<file path="src/rtl/vga_text_buffer_writer.sv">
// -----------------------------------------------------------------------------
// vga_text_buffer_writer
//
// Owns the 13x12 character buffer read by the on-screen voltage table.
// Per-channel millivolt results arrive over a valid/ready handshake. Each one
// is clamped, converted to BCD by double-dabble, and written as a formatted
// 12-character row:  "CHnn d.dddV ".
// A registered read port serves ASCII codes to the font ROM, addressed by the
// draw stage.
//
// Ports
//   clk         system (pixel) clock, sole clock
//   rst         asynchronous reset, active-low
//   meas_valid  measurement offered
//   meas_ready  writer can accept a measurement (high only while idle)
//   meas_ch     channel index, 0..N_CH-1 valid
//   meas_mv     channel voltage in mV, unsigned
//   ch_err      one-cycle pulse after accepting a measurement with a bad channel
//   text_xy     read address = row*ROW_CHARS + col
//   char_code   ASCII at text_xy, one cycle of latency; space when out of range
// -----------------------------------------------------------------------------
module vga_text_buffer_writer #(
    parameter int N_CH      = 13,
    parameter int ROW_CHARS = 12,
    parameter int MV_MAX    = 9999
) (
    input  logic       clk,
    input  logic       rst,
    input  logic       meas_valid,
    output logic       meas_ready,
    input  logic [3:0] meas_ch,
    input  logic [13:0] meas_mv,
    output logic       ch_err,
    input  logic [7:0] text_xy,
    output logic [6:0] char_code
);

    localparam int CELLS = N_CH * ROW_CHARS;
    localparam int MV_W  = 14;

    typedef enum logic [1:0] {INIT, IDLE, CONV, WR} state_t;

    // Control registers
    state_t      state, state_next;
    logic [7:0]  init_addr, init_addr_next;
    logic [3:0]  row, row_next;
    logic [3:0]  col, col_next;
    logic [3:0]  cnt, cnt_next;
    logic        ch_err_next;

    // Conversion datapath (no reset needed; loaded before use)
    logic [13:0] bin, bin_next;
    logic [15:0] bcd, bcd_next;
    logic [29:0] dabble_shift;

    // Buffer write port
    logic        we;
    logic [7:0]  waddr;
    logic [6:0]  wdata;

    logic [6:0]  mem [0:CELLS-1];

    // -------------------------------------------------------------------------
    // Helper functions
    // -------------------------------------------------------------------------
    function automatic logic [13:0] clamp_mv(input logic [13:0] mv);
        if (mv > 14'(MV_MAX))
            return 14'(MV_MAX);
        return mv;
    endfunction

    // One double-dabble correction: add 3 to every BCD nibble >= 5.
    function automatic logic [15:0] dabble_adj(input logic [15:0] b);
        logic [15:0] r;
        r = b;
        for (int i = 0; i < 4; i++) begin
            if (r[i*4 +: 4] >= 4'd5)
                r[i*4 +: 4] = r[i*4 +: 4] + 4'd3;
        end
        return r;
    endfunction

    // ch*12 built from shifts; fits in 8 bits for every legal channel.
    function automatic logic [7:0] row_base(input logic [3:0] r);
        return ({4'b0, r} << 3) + ({4'b0, r} << 2);
    endfunction

    // Character at column c of row r, with BCD digits d.
    function automatic logic [6:0] fmt_char(input logic [3:0] r, input logic [3:0] c,
                                            input logic [15:0] d);
        logic [3:0] num;
        logic [3:0] tens;
        logic [3:0] units;
        logic [6:0] ch;
        num   = r + 4'd1;
        tens  = (num >= 4'd10) ? 4'd1 : 4'd0;
        units = (num >= 4'd10) ? (num - 4'd10) : num;
        case (c)
            4'd0:    ch = 7'h43;                     // 'C'
            4'd1:    ch = 7'h48;                     // 'H'
            4'd2:    ch = 7'h30 + {3'b0, tens};
            4'd3:    ch = 7'h30 + {3'b0, units};
            4'd5:    ch = 7'h30 + {3'b0, d[15:12]};
            4'd6:    ch = 7'h2E;                     // '.'
            4'd7:    ch = 7'h30 + {3'b0, d[11:8]};
            4'd8:    ch = 7'h30 + {3'b0, d[7:4]};
            4'd9:    ch = 7'h30 + {3'b0, d[3:0]};
            4'd10:   ch = 7'h56;                     // 'V'
            default: ch = 7'h20;                     // cols 4 and 11 are spaces
        endcase
        return ch;
    endfunction

    // -------------------------------------------------------------------------
    // Next-state and output logic
    // -------------------------------------------------------------------------
    always_comb begin
        state_next     = state;
        init_addr_next = init_addr;
        row_next       = row;
        col_next       = col;
        cnt_next       = cnt;
        bin_next       = bin;
        bcd_next       = bcd;
        ch_err_next    = 1'b0;
        meas_ready     = 1'b0;
        we             = 1'b0;
        waddr          = 8'd0;
        wdata          = 7'h20;
        dabble_shift   = {dabble_adj(bcd), bin} << 1;

        case (state)
            INIT: begin
                // row/col track init_addr so the formatter knows which cell it is on
                we             = 1'b1;
                waddr          = init_addr;
                wdata          = fmt_char(row, col, 16'h0000);
                init_addr_next = init_addr + 8'd1;
                if (col == 4'(ROW_CHARS - 1)) begin
                    col_next = 4'd0;
                    row_next = row + 4'd1;
                end else begin
                    col_next = col + 4'd1;
                end
                if (init_addr == 8'(CELLS - 1))
                    state_next = IDLE;
            end

            IDLE: begin
                meas_ready = 1'b1;
                if (meas_valid) begin
                    if (meas_ch < 4'(N_CH)) begin
                        row_next   = meas_ch;
                        col_next   = 4'd0;
                        cnt_next   = 4'd0;
                        bin_next   = clamp_mv(meas_mv);
                        bcd_next   = 16'h0000;
                        state_next = CONV;
                    end else begin
                        ch_err_next = 1'b1;
                    end
                end
            end

            CONV: begin
                {bcd_next, bin_next} = dabble_shift;
                cnt_next = cnt + 4'd1;
                if (cnt == 4'(MV_W - 1))
                    state_next = WR;
            end

            WR: begin
                we       = 1'b1;
                waddr    = row_base(row) + {4'b0, col};
                wdata    = fmt_char(row, col, bcd);
                col_next = col + 4'd1;
                if (col == 4'(ROW_CHARS - 1)) begin
                    col_next   = 4'd0;
                    state_next = IDLE;
                end
            end

            default: state_next = INIT;
        endcase
    end

    // -------------------------------------------------------------------------
    // Control state
    // -------------------------------------------------------------------------
    always_ff @(posedge clk or negedge rst) begin
        if (!rst) begin
            state     <= INIT;
            init_addr <= 8'd0;
            row       <= 4'd0;
            col       <= 4'd0;
            cnt       <= 4'd0;
            ch_err    <= 1'b0;
        end else begin
            state     <= state_next;
            init_addr <= init_addr_next;
            row       <= row_next;
            col       <= col_next;
            cnt       <= cnt_next;
            ch_err    <= ch_err_next;
        end
    end

    // -------------------------------------------------------------------------
    // Conversion datapath
    // -------------------------------------------------------------------------
    always_ff @(posedge clk) begin
        bin <= bin_next;
        bcd <= bcd_next;
    end

    // -------------------------------------------------------------------------
    // Character buffer: write port from FSM, registered read port.
    // A same-cell read and write return the old contents.
    // -------------------------------------------------------------------------
    always_ff @(posedge clk) begin
        if (we)
            mem[waddr] <= wdata;
    end

    always_ff @(posedge clk or negedge rst) begin
        if (!rst)
            char_code <= 7'h20;
        else if (text_xy < 8'(CELLS))
            char_code <= mem[text_xy];
        else
            char_code <= 7'h20;
    end

endmodule
</file>
<file path="config.mk">
export PLATFORM = sky130hd
export DESIGN_NAME = vga_text_buffer_writer
export DESIGN_NICKNAME = d
export VERILOG_FILES = /design/src/rtl/vga_text_buffer_writer.sv
export SDC_FILE = /design/constraint.sdc
export NUM_CORES = 1
export LEC_CHECK = 0
export CORE_ASPECT_RATIO = 0.8
export CORE_UTILIZATION = 45
export DETAILED_ROUTE_END_ITERATION = 12
export PLACE_DENSITY = 0.72
export REMOVE_ABC_BUFFERS = 1
export SKIP_CTS_REPAIR_TIMING = 1
export SYNTH_ARGS = -nofsm -noshare
export SYNTH_HDL_FRONTEND = slang
export SYNTH_SLANG_ARGS = --single-unit
</file>
<file path="constraint.sdc">
create_clock -name clk -period 12.45 [get_ports clk]
set_clock_uncertainty 0.05 [all_clocks]
set_input_delay 1.245 -clock clk [delete_from_list [all_inputs] [get_ports clk]]
set_output_delay 1.245 -clock clk [all_outputs]
set_load 0.03 [all_outputs]
</file>
[Word-level counts from Yosys, hierarchy flattened]
Memories as Yosys holds them, arrays and structs flattened.
Cells that the tools add are included.
Cells by class
  $add $sub $neg: 17
  order comparisons: 8
  equal/unequal tests: 21
  mux-type cells: 45
  reductions and logical operators: 11
Operators with widths (count)
  one-hot mux 7 bit (10 select lines): 1
  two-way mux 14 bit: 4
  one-hot mux 7 bit (7 select lines): 1
  two-way mux 4 bit: 10
  adder 6 x 4 -> 7 bit (first input constant): 5
  two-way mux 16 bit: 2
  one-hot mux 16 bit (2 select lines): 1
  one-hot mux 14 bit (2 select lines): 1
  one-hot mux 4 bit (2 select lines): 3
  equality test 4 bit (second input constant): 5
  >= comparator 4 x 3 -> 1 bit (second input constant): 4
  one-hot mux 8 bit (2 select lines): 1
  > comparator 14 bit (second input constant): 1
  one-hot mux 7 bit (2 select lines): 1
  adder 4 x 1 -> 4 bit (second input constant): 3
  adder 4 x 2 -> 4 bit (second input constant): 3
  equality test 4 x 3 -> 1 bit (second input constant): 3
  two-way mux 1 bit: 12
  inequality test 2 bit (second input constant): 6
  two-way mux 2 bit: 5
  adder 7 x 6 -> 8 bit: 1
  adder 8 x 1 -> 8 bit (second input constant): 1
  adder 8 x 4 -> 8 bit: 1
  equality test 4 x 2 -> 1 bit (second input constant): 2
  21 further kinds: 25
Word-level totals
  flip-flop bits (word level): 60
  RAM bits: 1092
  input bits: 29
  output and inout port bits: 9
  word-level logic and storage cells: 112
  memories kept: 1
Memories
  mem: depth 156, width 7, rd ports 1, clocked after memory_dff 0, write ports 1, RTL line 61  | logic [6:0] mem [0:CELLS-1];

[Logic depth before layout (Yosys ltp)]
Gate-level depths: netlist of the first run.
  word-level depth: 9
  depth in mapped cells: 11
  gate-level depth less buffers: 10

[Worst setup path after synthesis of the first run]
OpenSTA, ideal clock, no wires.
  path type: flip-flop to flip-flop
  start point: register state[0]
  end point: memory mem[0][6], data pin
  setup time: 1.359 ns
  arrival: 7.362 ns
  data required time: 11.041 ns
  slack: 3.679 ns
  stages on the path, launching flop included: 7
  buffers on the path: 2
  period minus slack after synthesis: 8.771 ns
  path through: dfrtp_1 -> inv_1 -> ha_1 -> clkbuf_1 -> buf_1 -> o21ai_0 -> nor3_1
Between the ends
  cells in the longest elaborated chain, start to end: 2
  elaborated cells between the ends (all ways): 3
  classes of those cells: eq/ne (1); mux (1); reduce/logical (1)
Ends and longest elaborated chain
  start: declaration: RTL line 44  | state_t state, state_next;
  start signal: assignment: RTL line 199  | state <= state_next;
  equality test 2 bit / logical NOT 2 bit (equally long branches): RTL line 132  | case (state)
  one-hot mux 7 bit (2 select lines) (*): RTL line 132
  net wdata[6]: RTL line 59  | logic [6:0] wdata;
  end: declaration: RTL line 61
The timed path passes the listed nets; every way through them passes the cells marked *.

[Worst setup path after layout of the first run]
  start point: input port text_xy[0]
  end point: register char_code[0]
Between the ends
  cells in the longest elaborated chain, start to end: 2
  elaborated cells between the ends (all ways): 3
  classes of those cells: order compare (1); mux (1); memory (1)
Ends and longest elaborated chain
  start: declaration: RTL line 34  | input logic [7:0] text_xy,
  memory (156 x 7 bit) / less-than comparator 8 bit (equally long branches)
  two-way mux 7 bit (*): RTL line 228  | else if (text_xy < 8'(CELLS))
  end signal: assignment: RTL line 229  | char_code <= mem[text_xy];
  end: declaration: RTL line 35  | output logic [6:0] char_code
Every way passes the cells marked *; elsewhere a longest branch is shown, timed or not.
A chain may end at the register's enable or synchronous reset.

==> impl_metrics.env, run 1 <==
export IMPL_vias=24460
export IMPL_grt_max_degree=136
export IMPL_setup_viol=0
export IMPL_required_ns=12.97
export IMPL_synth_seq_cells=1152
export IMPL_vdd_drop_max_mv=0.1109
export IMPL_max_cap_viol_count=0
export IMPL_cts_max_path_buffers=3
export IMPL_drtIter0Drc=3115
export IMPL_antenna_found_initial=6
export IMPL_port_buffers=37
export IMPL_synth_area_um2=46680
export IMPL_syn_inst=2506
export IMPL_antenna_left=0
export IMPL_async_flop_share_pct=2.604
export IMPL_cts_tree="built"
export IMPL_via_per_inst=6.057
export IMPL_clk_pin_slew_ns=0.07
export IMPL_crit_path_end_kind="flip-flop"
export IMPL_clk_latency_ns=0.69
export IMPL_power_density_nw_per_um2=149.8
export IMPL_path_class="in2reg"
export IMPL_grt_pass1_wl_um=162100
export IMPL_root_buffer="clkbuf_16"
export IMPL_finalCritPeriodShare_pct=42.58
export IMPL_hold_class="reg2reg"
export IMPL_synth_edf_count=1122
export IMPL_dp_cells=3830
export IMPL_fmax_mhz=188.6
export IMPL_cts_made_buffers=109
export IMPL_worst_pin_slew_ns=1.350
export IMPL_grt_remaining_overflow=0
export IMPL_slew_viol_final=0
export IMPL_route_detailed_drc=0
export IMPL_cts_sinks=1152
export IMPL_finalHoldViolations=0
export IMPL_fill_cells=8104
export IMPL_ys_types=71
export IMPL_critPathLaunchType="primary input"
export IMPL_fin_ws_ns=7.148
export IMPL_p_leak_nw=16.40
export IMPL_die_w_um=362.1
export IMPL_htreeDepth=3
export IMPL_outcome="finished, final reports clean"
export IMPL_place_ws_ns=6.349
export IMPL_tns_ns=0
export IMPL_arrival_ns=5.82
export IMPL_coreArea_um2=102700
export IMPL_drive_gt1_share_pct=15.12
export IMPL_drtPass1Iterations=6
export IMPL_cp_max_fo=73
export IMPL_track_usage_pct=21.03
export IMPL_synthToLayoutAreaGrowth_pct=10.96
export IMPL_rsz0062_at_grt="false"
export IMPL_instances_no_fill=4038
export IMPL_min_period_ns=5.302
export IMPL_die_area_um2=105000
export IMPL_yosysWarnings=0
export IMPL_report_power_total_w=0.007759
export IMPL_grt_pass1_vias=24340
export IMPL_synthFlopType="edfxtp_1"
export IMPL_layout_nets=2613
export IMPL_final_common_cell="edfxtp_1"
export IMPL_synth_seq_area_share_pct=73.78
export IMPL_rows=105
export IMPL_die_h_um=290.1
export IMPL_ios=38
export IMPL_most_common_layout_cells="edfxtp_1, nor2_1, mux2i_1"
export IMPL_wire_per_inst_um=27.52
export IMPL_start_util_pct=45.44
export IMPL_place_hpwl_um=66210
export IMPL_avgSynthCellArea_um2=18.63
export IMPL_slew_headroom_pct=9.756
export IMPL_gp_congestion=0.8312
export IMPL_totalWireLength_um=111100
-- synthesized netlist by cell type (22+ instances only) --
cell,n,area share (%)
a221oi_1,41,0.77
nor2_1,205,1.6
a21oi_1,52,0.56
nor3_1,22,0.24
mux4_2,164,7.9
clkbuf_1,49,0.39
buf_2,39,0.42
o221ai_1,28,0.53
ha_1,31,0.83
mux4_1,36,2.0
o21ai_0,67,0.72
dfrtp_1,29,1.6
mux2i_1,183,3.9
inv_1,32,0.26
o22ai_1,38,0.51
nand2_1,129,1.0
edfxtp_1,1122,72
-- final timing paths --
| kind | depth (start not counted) | slack, ns | start | end |
|---|---|---|---|---|
| max in group asynchronous | 1 | 11.18 | rst | char_code[4]$_DFF_PN0_ |
| worst min register to register | 1 | 0.46 | init_addr[7]$_DFFE_PN0P_ | init_addr[7]$_DFFE_PN0P_ |
| worst max register to register | 9 | 7.37 | col[3]$_DFFE_PN0P_ | mem[89][6]$_DFFE_PP_ |
| worst min-delay path | 1 | 0.46 | init_addr[7]$_DFFE_PN0P_ | init_addr[7]$_DFFE_PN0P_ |
| min in group asynchronous | 1 | 0.62 | rst | char_code[0]$_DFF_PN0_ |
| worst max-delay path | 9 | 7.15 | text_xy[0] | char_code[0]$_DFF_PN0_ |
-- flip-flops by register name, indices dropped and copies added (netlist names) --
signal,cells
bcd,16
bin,14
ch_err,1
char_code,7
cnt,4
col,4
init_addr,8
mem,1092
row,4
state,2
-- metrics by stage --
stage / hold WS (ns) / area [µm²] / utilization, %
finish: 0.4626 / 51800 / 50.42
global route: 0.4972 / 51800 / 50.42
CTS: 0.4626 / 51780 / 50.40
detailed placement: 0.4500 / 48180 / 46.90
global placement: 0.4301 / 48180 / 46.90
floorplan: 0.4135 / 45730 / -
-- cell type report --
cell class / count / area [µm²] / area share, %
flip-flops and latches: 1152 / 34440 / 66.49
multi-input cells: 1180 / 11220 / 21.67
clock buffers: 130 / 2892 / 5.582
well taps: 1391 / 1740 / 3.360
clock inverters: 75 / 703.2 / 1.357
repair buffers: 73 / 660.6 / 1.275
inverters: 35 / 131.4 / 0.2536
diodes: 2 / 5.005 / 0.009662
-- kinds of logic after synthesis --
family | synth area share [%]
fa+ha+maj | 0.9166
simple gates | 3.763
flops | 73.78
buf+inv | 2.318
compound gates | 4.623
xor+xnor | 0.3377
mux | 14.26
-- per-layer routing --
| metal | track usage (%) | wire, µm | vias to the layer above |
|---|---|---|---|
| met3 | 7.108 | 14230 | 173 |
| met2 | 30.52 | 49620 | 1432 |
| li1 | - | - | 10270 |
| met5 | 0 | 0 | - |
| met4 | 5.870 | 2682 | 0 |
| met1 | 30.28 | 44570 | 12590 |
-- worst max-delay path, stage by stage --
cell     delay, ns
buf_8         0.53
buf_4         0.75
buf_4         0.75
buf_4         0.68
mux4_1        0.66
mux4_2        0.47
mux2i_1       0.25
o21ai_0       0.13
o41a_1        0.17
-- report_power, final --
| part | internal (W) | total, W | switching, W |
|---|---|---|---|
| sequential | 0.00419 | 0.00420 | 0.00000462 |
| clock | 0.00191 | 0.00333 | 0.00143 |
| combinational | 0.0000852 | 0.000232 | 0.000146 |
| total | 0.00618 | 0.00776 | 0.00158 |
Power figures use the tool's default switching activity.
==> run 2, diff against run 1 <==
Clock period 12.45 ns to 5.55 ns, I/O delays scaled along.
==> run 2 against run 1 <==
Compared with the run above: sequential cell count unchanged; utilization is 0.063 points higher; cell count up 0.25%; largest cell class unchanged; die area stayed put; global-route usage is 0.51 points higher; count of clock-buffer cells in the layout fell by 5; final area grew 0.13%; critical endpoint is now mem[73][5]$_DFFE_PP_.
==> impl_metrics.env, run 2 (synthesis results as in run 1) <==
export IMPL_p_seq_share_pct=55.2
export IMPL_rsz0062_at_grt="false"
export IMPL_port_buffers=37
export IMPL_die_h_um=290.1
export IMPL_slowest_delay_ns=0.84
export IMPL_max_cap_viol_count=0
export IMPL_crit_slowest_cell="nor2_1"
export IMPL_totalWireLength_um=113700
export IMPL_finalHoldViolations=0
export IMPL_comb_power_share_pct=3.0
export IMPL_route_detailed_drc=0
export IMPL_p_leak_nw=16.41
export IMPL_critPathLaunchType="flip-flop"
export IMPL_grt_pass1_vias=24470
export IMPL_utilization_pct=50.48
export IMPL_vias=24580
export IMPL_required_ns=5.78
export IMPL_track_usage_pct=21.54
export IMPL_worst_pin_slew_ns=1.264
export IMPL_drive_gt1_share_pct=15.32
export IMPL_grt_remaining_overflow=0
export IMPL_cts_sinks=1152
export IMPL_gp_congestion=0.8790
export IMPL_synthToLayoutAreaGrowth_pct=11.10
export IMPL_antenna_found_initial=5
export IMPL_crit_path_end_kind="flip-flop"
export IMPL_hold_class="in2reg"
export IMPL_grt_max_degree=157
export IMPL_cts_max_path_buffers=3
export IMPL_fmax_mhz=216.6
export IMPL_power_density_nw_per_um2=328.5
export IMPL_antenna_left=0
export IMPL_clkPwrFrac_pct=41.8
export IMPL_die_area_um2=105000
export IMPL_p_int_w=0.01358
export IMPL_clk_latency_ns=0.67
export IMPL_drtPass1Iterations=6
export IMPL_cp_top_family="simple AND/OR/NAND/NOR gates"
export IMPL_via_per_inst=6.071
export IMPL_clk_pin_slew_ns=0.06
export IMPL_path_class="reg2reg"
export IMPL_top_register="mem"
export IMPL_layout_nets=2633
export IMPL_vdd_drop_max_mv=0.2720
export IMPL_root_buffer="clkbuf_16"
export IMPL_die_w_um=362.1
export IMPL_wire_per_inst_um=28.09
export IMPL_coreArea_um2=102700
export IMPL_cts_made_buffers=106
export IMPL_crit_buf_inv=1
export IMPL_cp_max_fo=17
export IMPL_min_period_ns=4.616
export IMPL_place_ws_ns=1.048
export IMPL_slew_viol_final=0
export IMPL_p_switching_w=0.003459
export IMPL_fin_ws_ns=0.9339
export IMPL_largest_reg_flops=1092
export IMPL_start_util_pct=45.44
export IMPL_most_common_layout_cells="edfxtp_1, nor2_1, mux2i_1"
export IMPL_arrival_ns=4.85
export IMPL_outcome="finished, final reports clean"
export IMPL_final_common_cell="edfxtp_1"
export IMPL_place_hpwl_um=69300
export IMPL_finalCritPeriodShare_pct=83.17
export IMPL_drtIter0Drc=3304
export IMPL_htreeDepth=3
export IMPL_crit_chain="fa_1 > ha_1 > inv_1 > fa_1 > xnor2_1 > a22oi_1 > nand2_1 > nand2_1 > nand3_1 > nor2_1"
export IMPL_ios=38
export IMPL_setup_viol=0
export IMPL_tns_ns=0
export IMPL_grt_pass1_wl_um=166000
export IMPL_swShare_pct=20.30
export IMPL_largestRegisters="mem x1092, bcd x16, bin x14"
export IMPL_slew_headroom_pct=15.54
export IMPL_rows=105
export IMPL_cts_tree="built"
-- run 2: final cells by class --
type                            instances  area (µm²)
Fill cell                            8134       50870
Antenna cell                            1       2.502
Multi-Input combinational cell       1180       11240
Timing Repair Buffer                   96       973.4
Tap cell                             1391        1740
Clock inverter                         68       591.8
Clock buffer                          125        2745
Sequential cell                      1152       34440
Inverter                               35       131.4
-- run 2: worst min-delay path: cells and delay by family --
family / cells / cell delay (ns)
and+or+nand+nor: 2 / 0.11
buffers and inverters: 1 / 0.42
-- run 2: path summary, 6_finish.rpt --
path,depth (start not counted),slack (ns),endpoint,start
min in group asynchronous,2,0.51,char_code[6]$_DFF_PN0_,rst
worst min register to register,1,0.46,init_addr[7]$_DFFE_PN0P_,init_addr[7]$_DFFE_PN0P_
max in group asynchronous,2,4.38,state[0]$_DFFE_PN0P_,rst
worst max register to register,10,0.93,mem[73][5]$_DFFE_PP_,col[3]$_DFFE_PN0P_
worst min-delay path,3,0.41,ch_err$_DFF_PN0_,meas_valid
worst max-delay path,10,0.93,mem[73][5]$_DFFE_PP_,col[3]$_DFFE_PN0P_
-- run 2: through the flow --
step	total power (W)	hold slack, ns	area [µm²]	std cells
CTS	0.01709	-0.04669	51850	4046
global placement	0.01009	0.4368	48520	3853
floorplan	0.009808	0.2094	45730	2367
detailed placement	0.01010	0.4528	48520	3853
global route	0.01743	0.4348	51860	4047
finish	0.01704	0.4133	51870	4048
-- run 2: power groups by stage --
stage | logic (W) | clock network, W | registers (W)
2_1_floorplan | 0.000209 | 0 | 0.00960
3_3_place_gp | 0.000492 | 0 | 0.00960
3_5_place_dp | 0.000499 | 0 | 0.00960
4_1_cts | 0.000501 | 0.00718 | 0.00941
5_1_grt | 0.000531 | 0.00749 | 0.00941
6_report | 0.000507 | 0.00712 | 0.00941
-- run 2: metal layers --
layer	part of all wire, %	global-route usage, %
met5	0.036	0
met4	2.7	6.098
met3	13	7.465
met2	44	31.40
met1	40	30.70
